<file path="src/rtl/uart_pkg.sv">
// Shared UART definitions for the transmit and receive sides.
// State encodings and line levels must match on both ends.
package uart_pkg;

  typedef enum logic [2:0] {
    IDLE   = 3'd0,
    START  = 3'd1,
    DATA   = 3'd2,
    PARITY = 3'd3,
    STOP   = 3'd4
  } uart_state_e;

  localparam logic EVEN      = 1'b1;
  localparam logic ODD       = 1'b0;
  localparam logic START_BIT = 1'b0;
  localparam logic STOP_BIT  = 1'b1;

  localparam int PRESCALE_W = 9;

  function automatic logic [PRESCALE_W-1:0] clamp_prescale(
    input logic [PRESCALE_W-1:0] p,
    input logic [PRESCALE_W-1:0] min_p
  );
    return (p < min_p) ? min_p : p;
  endfunction

  function automatic logic parity_of(
    input logic [31:0] data,
    input logic [31:0] mask,
    input logic        typ
  );
    logic x;
    x = ^(data & mask);
    return (typ == ODD) ? ~x : x;
  endfunction

endpackage

</file>
<file path="src/rtl/uart_bit_timer.sv">
// Bit-period timer: holds the clamped period and flags the last
// cycle of every bit so the FSM can advance.
module uart_bit_timer
  import uart_pkg::*;
#(
  parameter int MIN_PRESCALE = 4
) (
  input  logic                  CLK,
  input  logic                  RST,
  input  logic                  load,
  input  logic                  en,
  input  logic [PRESCALE_W-1:0] prescale,
  output logic                  tc
);

  localparam logic [PRESCALE_W-1:0] MIN_P =
    PRESCALE_W'(MIN_PRESCALE);

  logic [PRESCALE_W-1:0] period_q;
  logic [PRESCALE_W-1:0] cnt_q;

  assign tc = en && (cnt_q == period_q - PRESCALE_W'(1));

  always_ff @(posedge CLK or negedge RST) begin
    if (!RST) begin
      period_q <= '0;
      cnt_q    <= '0;
    end else if (load) begin
      period_q <= clamp_prescale(prescale, MIN_P);
      cnt_q    <= '0;
    end else if (en) begin
      cnt_q <= tc ? '0 : cnt_q + PRESCALE_W'(1);
    end
  end

endmodule

</file>
<file path="src/rtl/uart_tx.sv">
// UART transmitter: start bit, LSB-first data, optional parity,
// stop bit; TX_OUT comes straight from a flop.
module uart_tx
  import uart_pkg::*;
#(
  parameter int WIDTH        = 8,
  parameter int MIN_PRESCALE = 4
) (
  input  logic                  CLK,
  input  logic                  RST,
  input  logic [WIDTH-1:0]      P_DATA,
  input  logic                  DATA_VALID,
  input  logic [PRESCALE_W-1:0] Prescale,
  input  logic                  PAR_EN,
  input  logic                  PAR_TYP,
  output logic                  TX_OUT,
  output logic                  BUSY
);

  localparam int IW = (WIDTH > 1) ? $clog2(WIDTH) : 1;
  localparam logic [IW-1:0] LAST = IW'(WIDTH - 1);

  uart_state_e state_q, state_d;
  logic [IW-1:0]    idx_q, idx_d, idx_nxt;
  logic [WIDTH-1:0] data_q;
  logic             par_en_q;
  logic             par_typ_q;
  logic             tx_q, tx_d;
  logic             accept;
  logic             tc;
  logic             par_bit;

  assign accept = (state_q == IDLE) && DATA_VALID;
  assign idx_nxt = idx_q + IW'(1);
  assign par_bit = (par_typ_q == ODD) ? ~^data_q : ^data_q;

  assign TX_OUT = tx_q;
  assign BUSY   = (state_q != IDLE);

  uart_bit_timer #(
    .MIN_PRESCALE(MIN_PRESCALE)
  ) u_timer (
    .CLK     (CLK),
    .RST     (RST),
    .load    (accept),
    .en      (state_q != IDLE),
    .prescale(Prescale),
    .tc      (tc)
  );

  always_ff @(posedge CLK or negedge RST) begin
    if (!RST) begin
      data_q    <= '0;
      par_en_q  <= 1'b0;
      par_typ_q <= 1'b0;
    end else if (accept) begin
      data_q    <= P_DATA;
      par_en_q  <= PAR_EN;
      par_typ_q <= PAR_TYP;
    end
  end

  always_ff @(posedge CLK or negedge RST) begin
    if (!RST) begin
      state_q <= IDLE;
      idx_q   <= '0;
      tx_q    <= STOP_BIT;
    end else begin
      state_q <= state_d;
      idx_q   <= idx_d;
      tx_q    <= tx_d;
    end
  end

  // tx_d is the line level for the cycle after this edge
  always_comb begin
    state_d = state_q;
    idx_d   = idx_q;
    tx_d    = tx_q;
    unique case (state_q)
      IDLE: begin
        idx_d = '0;
        tx_d  = STOP_BIT;
        if (DATA_VALID) begin
          state_d = START;
          tx_d    = START_BIT;
        end
      end
      START: begin
        if (tc) begin
          state_d = DATA;
          idx_d   = '0;
          tx_d    = data_q[0];
        end
      end
      DATA: begin
        if (tc) begin
          if (idx_q == LAST) begin
            idx_d = '0;
            if (par_en_q) begin
              state_d = PARITY;
              tx_d    = par_bit;
            end else begin
              state_d = STOP;
              tx_d    = STOP_BIT;
            end
          end else begin
            idx_d = idx_nxt;
            tx_d  = data_q[idx_nxt];
          end
        end
      end
      PARITY: begin
        if (tc) begin
          state_d = STOP;
          tx_d    = STOP_BIT;
        end
      end
      STOP: begin
        if (tc) begin
          state_d = IDLE;
          tx_d    = STOP_BIT;
        end
      end
      default: begin
        state_d = IDLE;
        tx_d    = STOP_BIT;
      end
    endcase
  end

endmodule

</file>
<file path="config.mk">
export PLATFORM = sky130hd
export DESIGN_NAME = uart_tx
export DESIGN_NICKNAME = d
export VERILOG_FILES = /design/src/rtl/uart_pkg.sv /design/src/rtl/uart_bit_timer.sv /design/src/rtl/uart_tx.sv
export SDC_FILE = /design/constraint.sdc
export NUM_CORES = 1
export LEC_CHECK = 0
export CAP_MARGIN = 20
export CORE_MARGIN = 1
export CORE_UTILIZATION = 37
export CTS_CLUSTER_SIZE = 16
export DETAILED_ROUTE_END_ITERATION = 7
export GPL_ROUTABILITY_DRIVEN = 0
export RECOVER_POWER = 50
export SYNTH_ARGS = -nofsm -noshare
export SYNTH_HDL_FRONTEND = slang
export SYNTH_SLANG_ARGS = --single-unit
</file>
<file path="constraint.sdc">
create_clock -name CLK -period 2.35 [get_ports CLK]
set_input_delay 0.3525 -clock CLK [delete_from_list [all_inputs] [get_ports CLK]]
set_output_delay 0.3525 -clock CLK [all_outputs]
set_load 0.1 [all_outputs]
</file>
==> out/qor.txt <==
Most common cell after layout, fill and taps aside = nand2_1
Clock power frac = 0.454
Port bufs = 23
Vias per cell = 5.03
Post-DP HPWL = 3180 um
Most frequent cells in the layout = nand2_1 (60), dfrtp_1 (34), buf_4 (23)
I/O pins = 24
Post-Syn Area per Cell = 8.89 um^2
Fin Clk Skew = 0.00655 ns
Final Cycle Share = 1.07
Final Hold Fails = 0
Final Setup Violations = 15
CTS tree = done
WS Path Type = flip-flop to flip-flop
Core ar. = 0.00517 mm^2
DR pass1 iterations = 4
Root Driver = clkbuf_8
Pin count of the biggest net entering global routing = 36
Post-layout min period = 2.52 ns
Clk Latency, worst-skew pair = 0.29 ns
Tightest Hold Check Type = flip-flop to flip-flop
First-pass GRT wire length = 7450 um
Post-Syn Area = 0.00202 mm^2
Cell variety after synth = 47
Pwr per Cell Area = 447 mW/mm^2
Cells after Synth = 227
Chip width = 75.9 um
Status = finished with violations
H-tree levels = 2
Sw power = 0.246 mW
Remaining global-route overflow = 0
FP Rows = 26
DR WL met3 = 164 um
Flop and latch count out of synthesis = 35
Area of the multi-input gates = 0.00115 mm^2
First DRT Iteration DRCs = 106
RSZ-0062 raised after global routing = true
Worst Path Arrival = 2.70 ns
Vias after detailed routing = 1740
Sw frac = 0.206
Syn_nets = 253
Max_cap viols = 0
Total power = 1.19 mW
Register Area = 877 um^2
Final worst setup slack = -0.167 ns
Failing checks = setup timing
WL met2 = 2030 um
DR top layer = met4
DIE AREA = 0.00575 mm^2
CP Capture Type = flip-flop
Power share of the combinational group = 0.042
EDFF count, synth = 0
Initial core utilization = 0.390
Synth Flop Type = dfrtp_1
CTS max path bufs = 2
Sequential fraction of the synthesis area = 0.435
Post-route ant nets = 0
Filler instances = 497
Worst-Margin Slew = 0.854 ns
Worst slew margin = 0.431
CTS buffer count = 5
DIE HEIGHT = 75.9 um
Syn. warnings = 0
Initial antenna violation count = 0
Internal = 0.949 mW
Req. time, crit path = 2.54 ns
Fmax achieved = 397 MHz
Syn-to-layout area delta = 32.5%
Post-synth ARST share = 1.00
Slew Viols, Final = 0
Crit path launch type = flip-flop
Fin area = 0.00267 mm^2
Leak = 1.17 nW
Layout cells sized above 1 = 0.207
Vias in the first global route = 1559
Clk pin slew, worst setup/hold paths = 0.07 ns
Routed len/inst = 12.9 um
Util after Layout = 0.517
Antenna Diode Count = 0
Final WL = 4480 um
Setup TNS = -1.49 ns
Peak supply drop = 0.294 mV
Sequential share of power = 0.504
Critical Path Fanout Max = 8
Final layout net count = 301
Post-Route M1 WL = 2200 um
GRT Util Overall = 0.177
DRC Markers = 0
CTS sink cnt = 35
Placed Area = 0.00246 mm^2
-- worst max-delay path: stages (launching register included) --
cell and delay [ns]:
dfrtp_1 0.39, inv_2 0.09, ha_4 0.14, or3b_4 0.38, or4b_4 0.50, o22ai_4 0.21
nor2_4 0.09, buf_6 0.15, nor2_4 0.18, a21oi_2 0.08, a31o_2 0.21
-- flip-flops by register name, indices dropped and copies added, names as in the netlist --
name	count
par_typ_q	1
u_timer.period_q	9
u_timer.cnt_q	9
idx_q	3
state_q	3
TX_OUT	1
data_q	8
par_en_q	1
-- cell usage after synthesis, types with 3 or more instances --
cell type | instances | area [um^2]
inv_1 | 9 | 33.8
nand3_1 | 3 | 15.0
nor3_1 | 10 | 50.1
nor2_1 | 10 | 37.5
xor2_1 | 4 | 35.0
nand2b_1 | 3 | 18.8
o22ai_1 | 4 | 25.0
nor4_1 | 4 | 25.0
dfrtp_1 | 34 | 851
a21o_1 | 4 | 30.0
a21oi_1 | 6 | 30.0
xnor2_1 | 18 | 158
ha_1 | 4 | 50.1
nand2_1 | 60 | 225
o21ai_0 | 11 | 55.1
clkbuf_1 | 5 | 18.8
-- final cells by class --
type / instances / area share
Clock buffer: 5 / 0.0257
Clock inverter: 3 / 0.0164
Inverter: 9 / 0.0126
Multi-Input combinational cell: 177 / 0.431
Sequential cell: 35 / 0.328
Tap cell: 70 / 0.0328
Timing Repair Buffer: 47 / 0.153
-- logic make-up (layout without fill, tap and decap cells) --
kind of cell / Yosys count / count (layout) / synth area share
AOI/OAI and AO/OA: 43 / 44 / 0.150
and+or+nand+nor: 105 / 105 / 0.239
DFF: 35 / 35 / 0.435
muxes: 2 / 2 / 0.0223
xor gates and xnor gates: 22 / 22 / 0.0955
adders and majority gates: 4 / 4 / 0.0248
buffers and inverters: 16 / 64 / 0.0335
-- power groups by stage --
stage          registers, mW  logic (mW)  clock network [mW]
6_report               0.602      0.0503               0.542
5_1_grt                0.602      0.0567               0.582
4_1_cts                0.602      0.0530               0.555
3_5_place_dp           0.614      0.0527                   0
3_3_place_gp           0.614      0.0525                   0
2_1_floorplan          0.614     0.00142                   0
-- repair_timing --
| item | CTS | global route |
|---|---|---|
| buffers inserted | 2 | 0 |
| gates cloned | 1 | 0 |
| setup endpoints to repair | 16 | 16 |
| resized for setup | 16 | 5 |
| pin swaps | 12 | 5 |
| hold buffers | 0 | 0 |
-- metal layers --
layer	vias to the layer above	GRT usage
li1	892	-
met1	801	0.254
met2	40	0.259
met3	7	0.0410
met4	0	0.0638
met5	-	0
-- final timing paths --
path | startpoint | end | slack [ns] | cells past startpoint
worst max-delay path | u_timer.period_q[0]$_DFFE_PN0P_ | idx_q[1]$_DFFE_PN0P_ | -0.17 | 10
worst min-delay path | par_typ_q$_DFFE_PN0P_ | par_typ_q$_DFFE_PN0P_ | 0.53 | 2
worst max register to register | u_timer.period_q[0]$_DFFE_PN0P_ | idx_q[1]$_DFFE_PN0P_ | -0.17 | 10
worst min register to register | par_typ_q$_DFFE_PN0P_ | par_typ_q$_DFFE_PN0P_ | 0.53 | 2
max in group asynchronous | RST | u_timer.period_q[1]$_DFFE_PN0P_ | 1.11 | 2
min in group asynchronous | RST | u_timer.cnt_q[0]$_DFFE_PN0P_ | 0.69 | 2
-- per-stage QoR --
stage | worst slack, ns | hold slack, ns | cells
detailed placement | -0.178 | 0.510 | 335
global placement | -0.113 | 0.492 | 335
global route | -0.240 | 0.553 | 346
finish | -0.167 | 0.526 | 346
floorplan | -0.110 | 0.0569 | 227
CTS | -0.159 | 0.490 | 346
Power figures use the tool's default switching activity.
